==> src/rtl/calc_pkg.sv <==
// Shared calculator definitions: datapath width, operation codes,
// sequencer state encoding and mode constants used by the ALU stage
// and the register bank.
package calc_pkg;

  localparam int W = 16;

  typedef enum logic [1:0] {
    OP_ADD  = 2'd0,
    OP_SUB  = 2'd1,
    OP_MUL  = 2'd2,
    OP_LOAD = 2'd3
  } op_e;

  typedef enum logic [1:0] {
    ST_IDLE  = 2'd0,
    ST_MUL   = 2'd1,
    ST_WRITE = 2'd2
  } state_e;

  // Mode in which arithmetic is accepted, and the register-select mode.
  localparam logic [1:0] MODE_CALC = 2'd1;
  localparam logic [1:0] MODE_REG  = 2'd2;

endpackage

==> src/rtl/seq_mul_u16.sv <==
// Unsigned shift-add multiplier, one multiplier bit per clock.
// go_i loads the operands; the N following edges each add one partial
// product. done_o is high during the cycle whose closing edge performs
// the final iteration, so product_o is complete from the next cycle on
// and stays put until the next go_i.
module seq_mul_u16 #(
  parameter int N = 16
) (
  input  logic           clk,
  input  logic           rst,
  input  logic           go_i,
  input  logic [N-1:0]   a_i,
  input  logic [N-1:0]   b_i,
  output logic           done_o,
  output logic [2*N-1:0] product_o
);

  localparam int CW = $clog2(N);

  logic [2*N-1:0] mcand_q;
  logic [N-1:0]   mplier_q;
  logic [2*N-1:0] prod_q;
  logic [2*N-1:0] prod_d;
  logic [CW-1:0]  cnt_q;
  logic           run_q;

  // Partial-product accumulation for the current multiplier bit.
  always_comb begin
    prod_d = prod_q;
    if (mplier_q[0]) begin
      prod_d = prod_q + mcand_q;
    end
  end

  // Operand load on go, then one shift/add iteration per cycle.
  always_ff @(posedge clk) begin
    if (rst) begin
      mcand_q  <= '0;
      mplier_q <= '0;
      prod_q   <= '0;
      cnt_q    <= '0;
      run_q    <= 1'b0;
    end else if (go_i) begin
      mcand_q  <= {{N{1'b0}}, a_i};
      mplier_q <= b_i;
      prod_q   <= '0;
      cnt_q    <= '0;
      run_q    <= 1'b1;
    end else if (run_q) begin
      prod_q   <= prod_d;
      mcand_q  <= mcand_q << 1;
      mplier_q <= mplier_q >> 1;
      cnt_q    <= cnt_q + 1'b1;
      if (cnt_q == CW'(N - 1)) begin
        run_q <= 1'b0;
      end
    end
  end

  assign done_o    = run_q && (cnt_q == CW'(N - 1));
  assign product_o = prod_q;

endmodule

==> src/rtl/calc_alu_seq.sv <==
// Calculator arithmetic stage. Captures the displayed register and the
// switch operand on an accepted start pulse, evaluates ADD/SUB/LOAD in
// one cycle or MUL over sixteen, and hands the result to the register
// bank as a single-cycle load strobe with a coincident overflow pulse.
module calc_alu_seq
  import calc_pkg::*;
#(
  parameter int         W         = calc_pkg::W,
  parameter logic [1:0] CALC_MODE = MODE_CALC
) (
  input  logic         clk,
  input  logic         rst,
  input  logic         start,
  input  logic [1:0]   op,
  input  logic [1:0]   mode,
  input  logic [W-1:0] operand,
  input  logic [W-1:0] acc,
  input  logic         acc_ovf,
  output logic         load,
  output logic [W-1:0] new_value,
  output logic         overflow,
  output logic         busy
);

  // Largest representable positive result, and the magnitude of the most
  // negative one, both at product width.
  localparam logic [2*W-1:0] POS_LIMIT = {{(W+1){1'b0}}, {(W-1){1'b1}}};
  localparam logic [2*W-1:0] NEG_LIMIT = {{W{1'b0}}, 1'b1, {(W-1){1'b0}}};

  // |v| evaluated one bit wider so the most negative value negates
  // cleanly; the result always fits in W unsigned bits.
  function automatic logic [W-1:0] magnitude(input logic [W-1:0] v);
    logic [W:0] ext;
    ext = {v[W-1], v};
    if (v[W-1]) begin
      ext = -ext;
    end
    return ext[W-1:0];
  endfunction

  state_e         state_q;
  logic [W-1:0]   a_q;
  logic [W-1:0]   b_q;
  op_e            opr_q;
  logic           load_q;
  logic [W-1:0]   new_value_q;
  logic           overflow_q;
  logic           busy_q;

  logic           accept;
  logic           mul_go;
  logic           mul_done;
  logic [2*W-1:0] mul_prod;

  logic [W:0]     addsub_d;
  logic           mul_neg_d;
  logic [W-1:0]   mul_low_d;
  logic [W-1:0]   prod_low_d;
  logic           mul_ovf_d;
  logic [W-1:0]   result_d;
  logic           ovf_d;

  // A start only counts when idle, in calculator mode, and with an
  // unsaturated source register.
  assign accept = start && (state_q == ST_IDLE) && (mode == CALC_MODE) && !acc_ovf;
  assign mul_go = accept && (op == OP_MUL);

  // The multiplier sees magnitudes straight from the inputs so its first
  // iteration lands on the edge right after acceptance.
  seq_mul_u16 #(
    .N(W)
  ) u_mul (
    .clk       (clk),
    .rst       (rst),
    .go_i      (mul_go),
    .a_i       (magnitude(acc)),
    .b_i       (magnitude(operand)),
    .done_o    (mul_done),
    .product_o (mul_prod)
  );

  // Result and overflow for the captured operation, consumed in WRITE.
  always_comb begin
    if (opr_q == OP_SUB) begin
      addsub_d = {a_q[W-1], a_q} - {b_q[W-1], b_q};
    end else begin
      addsub_d = {a_q[W-1], a_q} + {b_q[W-1], b_q};
    end

    // A zero product is positive regardless of operand signs.
    mul_neg_d  = (a_q[W-1] ^ b_q[W-1]) && (mul_prod != '0);
    prod_low_d = mul_prod[W-1:0];
    mul_low_d  = mul_neg_d ? -prod_low_d : prod_low_d;
    mul_ovf_d  = mul_neg_d ? (mul_prod > NEG_LIMIT) : (mul_prod > POS_LIMIT);

    result_d = addsub_d[W-1:0];
    ovf_d    = addsub_d[W] ^ addsub_d[W-1];
    case (opr_q)
      OP_MUL: begin
        result_d = mul_low_d;
        ovf_d    = mul_ovf_d;
      end
      OP_LOAD: begin
        result_d = b_q;
        ovf_d    = 1'b0;
      end
      default: ;
    endcase
  end

  // Sequencer: capture, optional multiply wait, single-cycle write-out.
  always_ff @(posedge clk) begin
    if (rst) begin
      state_q     <= ST_IDLE;
      a_q         <= '0;
      b_q         <= '0;
      opr_q       <= OP_ADD;
      load_q      <= 1'b0;
      new_value_q <= '0;
      overflow_q  <= 1'b0;
      busy_q      <= 1'b0;
    end else begin
      load_q     <= 1'b0;
      overflow_q <= 1'b0;
      case (state_q)
        ST_IDLE: begin
          if (accept) begin
            a_q    <= acc;
            b_q    <= operand;
            opr_q  <= op_e'(op);
            busy_q <= 1'b1;
            state_q <= (op == OP_MUL) ? ST_MUL : ST_WRITE;
          end
        end
        ST_MUL: begin
          // Leaving calculator mode abandons the multiply without a write.
          if (mode != CALC_MODE) begin
            state_q <= ST_IDLE;
            busy_q  <= 1'b0;
          end else if (mul_done) begin
            state_q <= ST_WRITE;
          end
        end
        ST_WRITE: begin
          load_q      <= 1'b1;
          new_value_q <= result_d;
          overflow_q  <= ovf_d;
          state_q     <= ST_IDLE;
          busy_q      <= 1'b0;
        end
        default: begin
          state_q <= ST_IDLE;
          busy_q  <= 1'b0;
        end
      endcase
    end
  end

  assign load      = load_q;
  assign new_value = new_value_q;
  assign overflow  = overflow_q;
  assign busy      = busy_q;

endmodule

==> config.mk <==
export PLATFORM = sky130hd
export DESIGN_NAME = calc_alu_seq
export DESIGN_NICKNAME = d
export VERILOG_FILES = /design/src/rtl/calc_pkg.sv /design/src/rtl/seq_mul_u16.sv /design/src/rtl/calc_alu_seq.sv
export SDC_FILE = /design/constraint.sdc
export NUM_CORES = 1
export LEC_CHECK = 0
export ABC_CLOCK_PERIOD_IN_PS = 4900
export CAP_MARGIN = 10
export CORE_ASPECT_RATIO = 1.2
export CORE_MARGIN = 2
export CORE_UTILIZATION = 34
export DETAILED_ROUTE_END_ITERATION = 12
export GPL_ROUTABILITY_DRIVEN = 0
export GPL_TIMING_DRIVEN = 0
export RECOVER_POWER = 100
export SLEW_MARGIN = 20
export SYNTH_ARGS = -nofsm -noshare
export SYNTH_HDL_FRONTEND = slang
export SYNTH_HIERARCHICAL = 1
export SYNTH_SLANG_ARGS = --single-unit
==> constraint.sdc <==
create_clock -name clk -period 4.9 [get_ports clk]
set_input_delay 1.47 -clock clk [delete_from_list [all_inputs] [get_ports clk]]
set_output_delay 1.47 -clock clk [all_outputs]
set_load 0.05 [all_outputs]
==> flow_summary.json <==
{
  "yosys_warnings": 6,
  "arrival_ps": 4940,
  "htreeDepth": 4,
  "wire_per_inst_um": 17.6,
  "sequentialPowerShare_pct": 40.2,
  "async_flop_share_pct": 0,
  "hold_path_startpoint": "new_value[0]$_SDFFE_PP0P_",
  "synth-edff-count": 0,
  "path_max_fanout": 10,
  "critical_path_class": "input pin to register",
  "maxSlewViolCount": 0,
  "p_int_w": 0.00206,
  "place_area_mm2": 0.0104,
  "worstPathRequired_ps": 5220,
  "synth_cell_types": 78,
  "relSlewSlack_pct": 50.0,
  "drt-vias-per-instance": 5.49,
  "vdd_drop_max_v": 0.000227,
  "dr_total_vias": 9036,
  "layout_common_cells": "163 x nand2_1, 152 x nor2_1, 143 x a21oi_1, 140 x dfxtp_1, 62 x clkbuf_1",
  "seq_area_mm2": 0.00280,
  "netSwitchingFraction_pct": 28.8,
  "clockPowerShare_pct": 43.9,
  "fin_crit_sh_pct": 94.4,
  "syn_area_mm2": 0.00936,
  "ys.flop_type": "dfxtp_1",
  "p_sw_w": 0.000833,
  "dp_cells": 1614,
  "grt_max_degree": 17,
  "stdcell_area_mm2": 0.0109,
  "insertion_delay_ps": 430,
  "fin_cells": 1646,
  "yosysTopAreaCellShare_pct": 29.9,
  "cts-root-buf": "clkbuf_16",
  "ctsResizeCount": 0,
  "die-area_mm2": 0.0289,
  "cp-end-kind": "register",
  "tightest_slew_ps": 749,
  "first_pass_iters": 5,
  "power_density_mw_per_mm2": 265,
  "fillers": 2850,
  "hold_ws_ps": 463,
  "post-route-min-period_ps": 4630,
  "multi_input_area_mm2": 0.00619,
  "hold_buffers": 0,
  "remaining_drc_errors": 0,
  "cts.sinks": 140,
  "rsz0062_at_grt": "false",
  "cts_buffer_depth": 2,
  "r2r-end": "overflow$_SDFF_PP0_",
  "path_clk_slew_ps": 60,
  "start_util_pct": 34.6,
  "seq_area_frac_synth_pct": 29.9,
  "layout_commonest_cell": "nand2_1",
  "drtIter0Drc": 505,
  "synthToLayoutAreaGrowth_pct": 16.8,
  "worst_hold_path.num_cells": 2,
  "cts_buffers": 17,
  "setup_viol": 0,
  "finClkSkew_ps": 12.3,
  "wirelength_mm": 29.0,
  "cp.depth": 9,
  "die_x_um": 155,
  "rows": 66,
  "fmax_mhz": 216,
  "status": "complete, no violations",
  "crit_slowest_cell": "nor3b_2",
  "ff2ff_path_depth": 13,
  "p_total_w": 0.00289,
  "crit_chain": "clkdlybuf4s50_1 -> nor2b_1 -> nand4b_1 -> nor3b_2 -> or2_2 -> clkbuf_1 -> nor2_1 -> buf_2 -> a22o_1",
  "ant_nets": 0,
  "r2r_setup_slack_ps": 630,
  "startpoint_type": "input pin",
  "antenna_found_initial": 0,
  "cts_setup_buffers": 0,
  "syn_avg_cell_area_um2": 7.69,
  "maxCapViolCount": 0,
  "synth-seq-cells": 140,
  "grt_usage_pct": 20.0,
  "core_mm2": 0.0271,
  "drive_above_1_share_pct": 4.36,
  "grt_pass1_vias": 8669,
  "cts_tree": "built",
  "pin_count": 59,
  "slowest_delay_ps": 770,
  "layout.nets": 1387,
  "p_leak_nw": 4.08,
  "netlist_top_cells_area": "dfxtp_1 30%, a21oi_1 7.6%, ha_1 7.0%, nand2_1 6.5%, nor2_1 6.1%",
  "hold_viol": 0,
  "yosysTopAreaCell": "dfxtp_1",
  "synthesis.nets": 1311,
  "grt_pass1_wl_mm": 45.6,
  "synth_cells": 1217,
  "die_h_um": 186,
  "whs_endpoint": "new_value[0]$_SDFFE_PP0P_",
  "io_buffers": 57,
  "hold_path.class": "register to register",
  "cp.buffers_inverters": 3,
  "diodes": 0,
  "combinationalPowerShare_pct": 15.9,
  "r2r_start": "opr_q[0]$_SDFFE_PP0P_",
  "path_delay_family": "simple AND/OR/NAND/NOR gates",
  "grt_overflow": 0,
  "hpwl_mm": 22.5
}
==> registers in the layout (all words and copies together), names as in the netlist, 2 cells and up <==
name,cells
u_mul/cnt_q,4
new_value,16
u_mul/product_o,32
b_q,16
opr_q,2
state_q,2
u_mul/mplier_q,16
a_q,16
u_mul/mcand_q,32
==> metal layers <==
metal / part of all wire, % / up-vias / track usage, %
met5: 0 / - / 0
met4: 3.9 / 0 / 9.06
met3: 3.9 / 59 / 2.82
met2: 48 / 223 / 34.8
met1: 44 / 4255 / 24.6
li1: - / 4499 / -
==> power by group through the flow <==
stage               Clock [W]  Sequential [W]  Combinational (W)
floorplan                   0         0.00119           0.000296
global placement            0         0.00119           0.000454
detailed placement          0         0.00119           0.000457
CTS                   0.00129         0.00116           0.000461
global route          0.00135         0.00116           0.000495
finish                0.00127         0.00116           0.000461
==> worst register-to-register path: stages (launching register included) <==
cell,delay [ps]
dfxtp_1,420
inv_1,180
nor2_1,520
clkbuf_1,430
nor2_1,100
xnor2_1,140
ha_1,360
o211ai_1,200
a21oi_1,100
o41ai_1,680
o31ai_1,170
nand3_1,150
xnor3_1,460
o2111a_1,250
==> how the worst max path moves through the flow <==
stage	startpoint	endpoint	slack, ps
6_report	mode[0]	u_mul/product_o[26]$_SDFFE_PP0P_	270
5_1_grt	mode[0]	u_mul/product_o[11]$_SDFFE_PP0P_	70
4_1_cts	mode[0]	u_mul/product_o[26]$_SDFFE_PP0P_	290
3_5_place_dp	mode[0]	u_mul/product_o[26]$_SDFFE_PP0P_	-150
3_3_place_gp	mode[0]	u_mul/product_o[26]$_SDFFE_PP0P_	-570
2_1_floorplan	mode[0]	u_mul/product_o[11]$_SDFFE_PP0P_	1330
==> cells by family (layout without fill, tap and decap cells) <==
group | Yosys count | after routing | synth area share [%]
flip-flops | 140 | 140 | 29.9
AO/OA/AOI/OAI | 323 | 323 | 21.6
XOR/XNOR | 90 | 90 | 8.57
buffers and inverters | 92 | 181 | 3.88
AND/OR/NAND/NOR | 464 | 464 | 22.9
multiplexers | 54 | 54 | 5.77
adder cells (fa/ha/maj) | 54 | 54 | 7.38
==> synth_stat cells, drive strengths merged (4+ instances only) <==
master and instances:
a211oi 12, a21o 15, a21oi 145, a22o 10, a31oi 14, and3 4, buf 14, clkbuf 56
dfxtp 140, ha 52, inv 21, mux2i 54, nand2 163, nand2b 10, nand3 15, nand4 12
nor2 152, nor2b 8, nor3 38, nor4 19, o2111ai 6, o211ai 12, o21a 11, o21ai 51
o31ai 15, or2 5, or3 13, or4 4, xnor2 53, xor2 36
==> area by class of cell <==
class	instances	share of cell area, %
Clock inverter	13	1.20
Sequential cell	140	25.6
Tap cell	340	3.89
Inverter	22	0.755
Buffer	70	2.56
Multi-Input combinational cell	985	56.7
Timing Repair Buffer	57	5.22
Clock buffer	19	4.05
==> stage by stage <==
step                      worst slack [ps]  TNS (ps)  util [%]
after floorplan                       1330         0         -
after detailed placement              -153     -1410      38.3
after global routing                  73.9         0      40.4
after CTS                              290         0      40.4
after global placement                -573    -25080      38.2
final                                  275         0      40.4
No activity file was read; power rests on OpenSTA's default activity.
